<file path="src/rtl/regfile_writeback_queue_if.sv">
`default_nettype none
// ---------------------------------------------------------------------------
// Module   : regfile_writeback_queue_if
// Purpose  : Bundles the producer handshake, the register-file write port,
//            the operand forwarding lookups and the occupancy count of the
//            write-back queue.
// Revision : 1.0 - initial release
// ---------------------------------------------------------------------------
interface regfile_writeback_queue_if #(
  parameter int PTR_W = 2
);
  // Producer side
  logic             in_valid;
  logic             in_ready;
  logic [4:0]       in_reg;
  logic [31:0]      in_data;
  // Register-file write port
  logic             drain_en;
  logic             regWrite;
  logic [4:0]       writeReg;
  logic [31:0]      writeData;
  // Operand forwarding
  logic [4:0]       rs;
  logic [4:0]       rt;
  logic             rs_hit;
  logic [31:0]      rs_fwd;
  logic             rt_hit;
  logic [31:0]      rt_fwd;
  // Occupancy
  logic [PTR_W:0]   count;

  // Pipeline side that issues requests and reads operands
  modport master (
    output in_valid, in_reg, in_data, drain_en, rs, rt,
    input  in_ready, regWrite, writeReg, writeData,
    input  rs_hit, rs_fwd, rt_hit, rt_fwd, count
  );

  // Queue side
  modport slave (
    input  in_valid, in_reg, in_data, drain_en, rs, rt,
    output in_ready, regWrite, writeReg, writeData,
    output rs_hit, rs_fwd, rt_hit, rt_fwd, count
  );
endinterface
`default_nettype wire

</file>
<file path="src/rtl/regfile_writeback_queue.sv">
`default_nettype none
// ---------------------------------------------------------------------------
// Module   : regfile_writeback_queue
// Purpose  : Circular queue of pending register writes from multi-cycle
//            producers, drained one per cycle into a registered write port,
//            with combinational forwarding of pending values to rs/rt.
// Revision : 1.0 - initial release
// ---------------------------------------------------------------------------
module regfile_writeback_queue #(
  parameter int DEPTH = 4,
  parameter int PTR_W = 2
) (
  input  logic                       clk,
  input  logic                       rst,   // asynchronous, active-low
  regfile_writeback_queue_if.slave   bus
);

  localparam logic [PTR_W:0] c_DEPTH_CNT = (PTR_W + 1)'(DEPTH);
  localparam logic [PTR_W:0] c_PTR_ONE   = (PTR_W + 1)'(1);

  // Queue storage and bookkeeping; pointers carry an extra wrap bit
  logic [4:0]       r_reg  [DEPTH];
  logic [31:0]      r_data [DEPTH];
  logic [DEPTH-1:0] r_vld;
  logic [PTR_W:0]   r_head;
  logic [PTR_W:0]   r_tail;

  // Output stage feeding the register file
  logic             r_regwrite;
  logic [4:0]       r_writereg;
  logic [31:0]      r_writedata;

  logic [PTR_W:0]   w_count;
  logic             w_ready;
  logic             w_push;
  logic             w_pop;
  logic [PTR_W-1:0] w_head_idx;
  logic [PTR_W-1:0] w_tail_idx;
  logic [PTR_W-1:0] w_scan_idx;
  logic             w_rs_hit;
  logic [31:0]      w_rs_fwd;
  logic             w_rt_hit;
  logic [31:0]      w_rt_fwd;

  assign w_head_idx = r_head[PTR_W-1:0];
  assign w_tail_idx = r_tail[PTR_W-1:0];
  // Wrap bit makes tail-head distinguish full (DEPTH) from empty (0)
  assign w_count    = r_tail - r_head;
  // Readiness deliberately ignores a same-cycle pop
  assign w_ready    = (w_count != c_DEPTH_CNT);
  assign w_push     = bus.in_valid && w_ready;
  assign w_pop      = bus.drain_en && (w_count != '0);

  // Pointer and entry-valid bookkeeping
  always_ff @(posedge clk or negedge rst) begin
    if (!rst) begin
      r_head <= '0;
      r_tail <= '0;
      r_vld  <= '0;
    end else begin
      // Push and pop never target the same slot: a pop needs count>0 and a
      // push needs count<DEPTH, so with both active head != tail.
      if (w_push) begin
        r_vld[w_tail_idx] <= 1'b1;
        r_tail            <= r_tail + c_PTR_ONE;
      end
      if (w_pop) begin
        r_vld[w_head_idx] <= 1'b0;
        r_head            <= r_head + c_PTR_ONE;
      end
    end
  end

  // Entry payload capture at the tail slot
  always_ff @(posedge clk or negedge rst) begin
    if (!rst) begin
      for (int i = 0; i < DEPTH; i++) begin
        r_reg[i]  <= '0;
        r_data[i] <= '0;
      end
    end else if (w_push) begin
      r_reg[w_tail_idx]  <= bus.in_reg;
      r_data[w_tail_idx] <= bus.in_data;
    end
  end

  // Output stage: strobe for one cycle per pop, hold index/data otherwise
  always_ff @(posedge clk or negedge rst) begin
    if (!rst) begin
      r_regwrite  <= 1'b0;
      r_writereg  <= '0;
      r_writedata <= '0;
    end else if (w_pop) begin
      r_regwrite  <= 1'b1;
      r_writereg  <= r_reg[w_head_idx];
      r_writedata <= r_data[w_head_idx];
    end else begin
      r_regwrite  <= 1'b0;
    end
  end

  // Forwarding lookup: seed with the output stage, then scan queue entries
  // oldest to youngest so the youngest match overrides everything older
  always_comb begin
    w_rs_hit   = r_regwrite && (r_writereg == bus.rs);
    w_rs_fwd   = w_rs_hit ? r_writedata : 32'd0;
    w_rt_hit   = r_regwrite && (r_writereg == bus.rt);
    w_rt_fwd   = w_rt_hit ? r_writedata : 32'd0;
    w_scan_idx = w_head_idx;
    for (int k = 0; k < DEPTH; k++) begin
      w_scan_idx = w_head_idx + PTR_W'(k);
      if (r_vld[w_scan_idx] && (r_reg[w_scan_idx] == bus.rs)) begin
        w_rs_hit = 1'b1;
        w_rs_fwd = r_data[w_scan_idx];
      end
      if (r_vld[w_scan_idx] && (r_reg[w_scan_idx] == bus.rt)) begin
        w_rt_hit = 1'b1;
        w_rt_fwd = r_data[w_scan_idx];
      end
    end
  end

  assign bus.in_ready  = w_ready;
  assign bus.regWrite  = r_regwrite;
  assign bus.writeReg  = r_writereg;
  assign bus.writeData = r_writedata;
  assign bus.rs_hit    = w_rs_hit;
  assign bus.rs_fwd    = w_rs_fwd;
  assign bus.rt_hit    = w_rt_hit;
  assign bus.rt_fwd    = w_rt_fwd;
  assign bus.count     = w_count;

endmodule
`default_nettype wire
</file>
<file path="src/flat_wrapper.sv">
// flat-port wrapper written by rule: the top's interface ports become plain ports
module regfile_writeback_queue_flat 
#(
  parameter int DEPTH = 4,
  parameter int PTR_W = 2
)
  (clk, rst, bus_in_valid, bus_in_reg, bus_in_data, bus_drain_en, bus_rs, bus_rt, bus_in_ready, bus_regWrite, bus_writeReg, bus_writeData, bus_rs_hit, bus_rs_fwd, bus_rt_hit, bus_rt_fwd, bus_count);
  regfile_writeback_queue_if #(.PTR_W(PTR_W)) bus_i ();
  input  logic clk;
  input  logic rst;
  input wire logic [$bits(bus_i.in_valid)-1:0] bus_in_valid;
  input wire logic [$bits(bus_i.in_reg)-1:0] bus_in_reg;
  input wire logic [$bits(bus_i.in_data)-1:0] bus_in_data;
  input wire logic [$bits(bus_i.drain_en)-1:0] bus_drain_en;
  input wire logic [$bits(bus_i.rs)-1:0] bus_rs;
  input wire logic [$bits(bus_i.rt)-1:0] bus_rt;
  output wire logic [$bits(bus_i.in_ready)-1:0] bus_in_ready;
  output wire logic [$bits(bus_i.regWrite)-1:0] bus_regWrite;
  output wire logic [$bits(bus_i.writeReg)-1:0] bus_writeReg;
  output wire logic [$bits(bus_i.writeData)-1:0] bus_writeData;
  output wire logic [$bits(bus_i.rs_hit)-1:0] bus_rs_hit;
  output wire logic [$bits(bus_i.rs_fwd)-1:0] bus_rs_fwd;
  output wire logic [$bits(bus_i.rt_hit)-1:0] bus_rt_hit;
  output wire logic [$bits(bus_i.rt_fwd)-1:0] bus_rt_fwd;
  output wire logic [$bits(bus_i.count)-1:0] bus_count;
  assign bus_i.in_valid = bus_in_valid;
  assign bus_i.in_reg = bus_in_reg;
  assign bus_i.in_data = bus_in_data;
  assign bus_i.drain_en = bus_drain_en;
  assign bus_i.rs = bus_rs;
  assign bus_i.rt = bus_rt;
  assign bus_in_ready = bus_i.in_ready;
  assign bus_regWrite = bus_i.regWrite;
  assign bus_writeReg = bus_i.writeReg;
  assign bus_writeData = bus_i.writeData;
  assign bus_rs_hit = bus_i.rs_hit;
  assign bus_rs_fwd = bus_i.rs_fwd;
  assign bus_rt_hit = bus_i.rt_hit;
  assign bus_rt_fwd = bus_i.rt_fwd;
  assign bus_count = bus_i.count;
  regfile_writeback_queue #(.DEPTH(DEPTH), .PTR_W(PTR_W)) u_core (.clk(clk), .rst(rst), .bus(bus_i));
endmodule
</file>
<file path="config.mk">
export PLATFORM = sky130hd
export DESIGN_NAME = regfile_writeback_queue_flat
export DESIGN_NICKNAME = d
export VERILOG_FILES = /design/src/rtl/regfile_writeback_queue_if.sv /design/src/rtl/regfile_writeback_queue.sv /design/src/flat_wrapper.sv
export SDC_FILE = /design/constraint.sdc
export NUM_CORES = 1
export LEC_CHECK = 0
export CORE_AREA = 2 2 207 209
export DETAILED_ROUTE_END_ITERATION = 8
export DIE_AREA = 0 0 209 211
export SLEW_MARGIN = 40
export SYNTH_ARGS = -nofsm -noshare
export SYNTH_HDL_FRONTEND = slang
export SYNTH_SLANG_ARGS = --single-unit
export TNS_END_PERCENT = 10
</file>
<file path="constraint.sdc">
create_clock -name clk -period 6.25 [get_ports clk]
set_input_delay 1.25 -clock clk [delete_from_list [all_inputs] [get_ports clk]]
set_output_delay 1.25 -clock clk [all_outputs]
set_load 0.1 [all_outputs]
</file>
==> impl_metrics.tcl <==
set metrics [dict create \
    status "finished clean" \
    io_pins 159 \
    max_stage_delay_ps 660 \
    final-setup-viol-count 0 \
    drive_above_1_share_pct 41.1 \
    finClkSkew_ps 13.1 \
    yosysSeqAreaShare_pct 33.8 \
    fmaxAchievable_mhz 174 \
    hold_viol_final 0 \
    cp_cell_sequence "clkinv_1 -> ha_4 -> mux4_2 -> xor2_1 -> nor4_2 -> and2_2 -> buf_4 -> a221oi_1 -> o221ai_1 -> buf_12" \
    max_slew.worst_pin.slew_ps 760 \
    yosys.area.top_type "dfrtp_1" \
    synthFlopType "dfrtp_1" \
    grt_pass1_vias 11888 \
    cts_resized 0 \
    port_buffers 158 \
    synth_area_leaders "dfrtp_1 34%, mux4_2 15%, mux2_2 14%" \
    grt_pass1_wl_um 73200 \
    vias_per_cell 6.02 \
    globalplace.congestion 0.865 \
    crit_start "u_core.r_head[1]" \
    die_y_um 211 \
    die_w_um 209 \
    period_share_pct 92.1 \
    rsz0062_at_grt "false" \
    postCtsHoldBufs 0 \
    endpoint_kind "output pin" \
    path_max_fanout 30 \
    drv_slew 0 \
    dpl.hpwl_um 31200 \
    slowest_stage "and2_2" \
    largest_reg_flops 128 \
    drt-wirelength-per-cell_um 24.2 \
    die_area_sq_um 44100 \
    crit_cells 10 \
    synth.top_cell.area_share_pct 33.8 \
    min_path_type "flop to flop" \
    grt_max_degree 111 \
    ant_nets 0 \
    start_util_pct 34.7 \
    setup.worst_path.class "flop to output pin" \
    path_clk_slew_ps 80 \
    num_vias 11655 \
    cts_tree "done" \
    syn_inst 1289 \
    core_area_sq_um 41800 \
    cts.path.max_buffers 2 \
    clk_latency_ps 460 \
    area_growth_pct 23.5 \
    worstPathArrival_ps 4500 \
    worst-path-buf-inv 3 \
    ys.warnings.count 0 \
    cap_viol_max_count 0 \
    remaining_drc_errors 0 \
    worstReg2RegStart "u_core.r_head[0]" \
    cts_num_sinks 196 \
    syn_avg_cell_area_sq_um 11.3 \
    firstDrtPassIters 5 \
    ys_top_cells_by_count "214 x nand2_1, 196 x dfrtp_1, 175 x mux2_2" \
    yosysMostFrequentCell "nand2_1" \
    numCtsBuffers 17 \
    cts-htree-levels 4 \
    final_nets 1443 \
    r2r_slack_ps 2180 \
    r2r_cells 10 \
    drt_iter0_drc 813 \
    rows 75 \
    grt_use_total_pct 21.8 \
    wirelength_um 46900 \
    antenna_found_initial 3 \
    ys_types 50 \
    synth_nets 1350 \
    relSlewSlack_pct 49.4 \
    async_flop_share_pct 100 \
    root_buffer "clkbuf_16" \
    synth_edf_count 0 \
    grt_overflow 0 \
    syn-cell-area_sq_um 14500 \
    worstReg2RegEnd "u_core.r_data[83]" \
    period_needed_ps 5750 \
    start_kind "flop" \
    worstPathRequired_ps 5000 \
    crit_family "simple AND/OR/NAND/NOR gates" \
    endpoint "bus_rs_fwd[31]" \
    synth_seq_cells 196 \
    cts_setup_buffers 0 \
    fin_tns_setup_ps 0 \
]
cells by family after synthesis:
family,after synthesis,share of synthesized area (%)
adders and majority gates,10,0.914
xor gates and xnor gates,56,3.43
buffers and inverters,139,5.02
AOI/OAI and AO/OA,229,14.7
DFF,196,33.8
and+or+nand+nor,348,10.1
muxes,311,32.0
metrics by stage:
stage                     setup WS [ps]  std cells  area (sq um)  hold slack (ps)  util [%]
after global routing                304       1935         17900              529      42.9
after CTS                           495       1934         17900              498      42.9
after floorplan                    -784       1289         14800              465         -
after detailed placement            770       1902         17300              484      41.4
after global placement              772       1902         17500              481      41.9
final                               497       1935         17900              493      42.9
cell usage in the layout (no fill, tap or decap), types with 3 or more instances in the layout:
| cell type | count |
|---|---|
| nand3_1 | 14 |
| mux2i_1 | 31 |
| or3_1 | 23 |
| buf_6 | 3 |
| buf_12 | 72 |
| o211ai_1 | 32 |
| xnor2_1 | 39 |
| nand2_2 | 4 |
| dfrtp_1 | 194 |
| clkdlybuf4s50_1 | 49 |
| o311ai_2 | 26 |
| o221ai_1 | 32 |
| mux2_2 | 175 |
| nor2_4 | 4 |
| nor2b_1 | 4 |
| nand2_1 | 209 |
| buf_4 | 30 |
| inv_6 | 4 |
| nor2_1 | 66 |
| o21ai_0 | 28 |
| o311ai_4 | 5 |
| mux4_1 | 3 |
| nand4_1 | 4 |
| nand2b_1 | 5 |
| and2_1 | 3 |
| a221oi_2 | 60 |
| a21oi_1 | 31 |
| clkbuf_16 | 17 |
| bufinv_16 | 3 |
| mux4_2 | 99 |
| inv_1 | 14 |
| ha_1 | 8 |
| buf_2 | 42 |
| nor4_1 | 3 |
| xor2_1 | 16 |
| a221oi_1 | 4 |
routing by layer:
layer / global-route usage [%] / routed length [um]
met1: 29.5 / 20500
met2: 34.7 / 22100
met5: 0 / 27
met3: 5.07 / 3460
met4: 7.00 / 866
worst min-delay path by stage:
stage | startpoint | end | slack [ps] | cells after the start
2_1_floorplan | u_core.r_head[2] | u_core.r_head[2] | 460 | 1
3_3_place_gp | u_core.r_tail[2] | u_core.r_tail[2] | 480 | 1
3_5_place_dp | u_core.r_head[2] | u_core.r_head[2] | 480 | 1
4_1_cts | u_core.r_head[2] | u_core.r_head[2] | 500 | 1
5_1_grt | u_core.r_tail[2] | u_core.r_tail[2] | 530 | 1
6_report | u_core.r_head[2] | u_core.r_head[2] | 490 | 1
area by class of cell:
cell class	count	area, sq um
diodes	1	2.50
clock buffers	19	443
clock inverters	13	171
fillers	3823	23800
inverters	16	62.6
multi-input cells	954	9240
flip-flops and latches	196	4910
well taps	539	674
repair buffers	197	2410
Power is left out: the tool's default activity adds up to more than one toggle a clock period on the data nets, which glitch-free logic cannot reach.
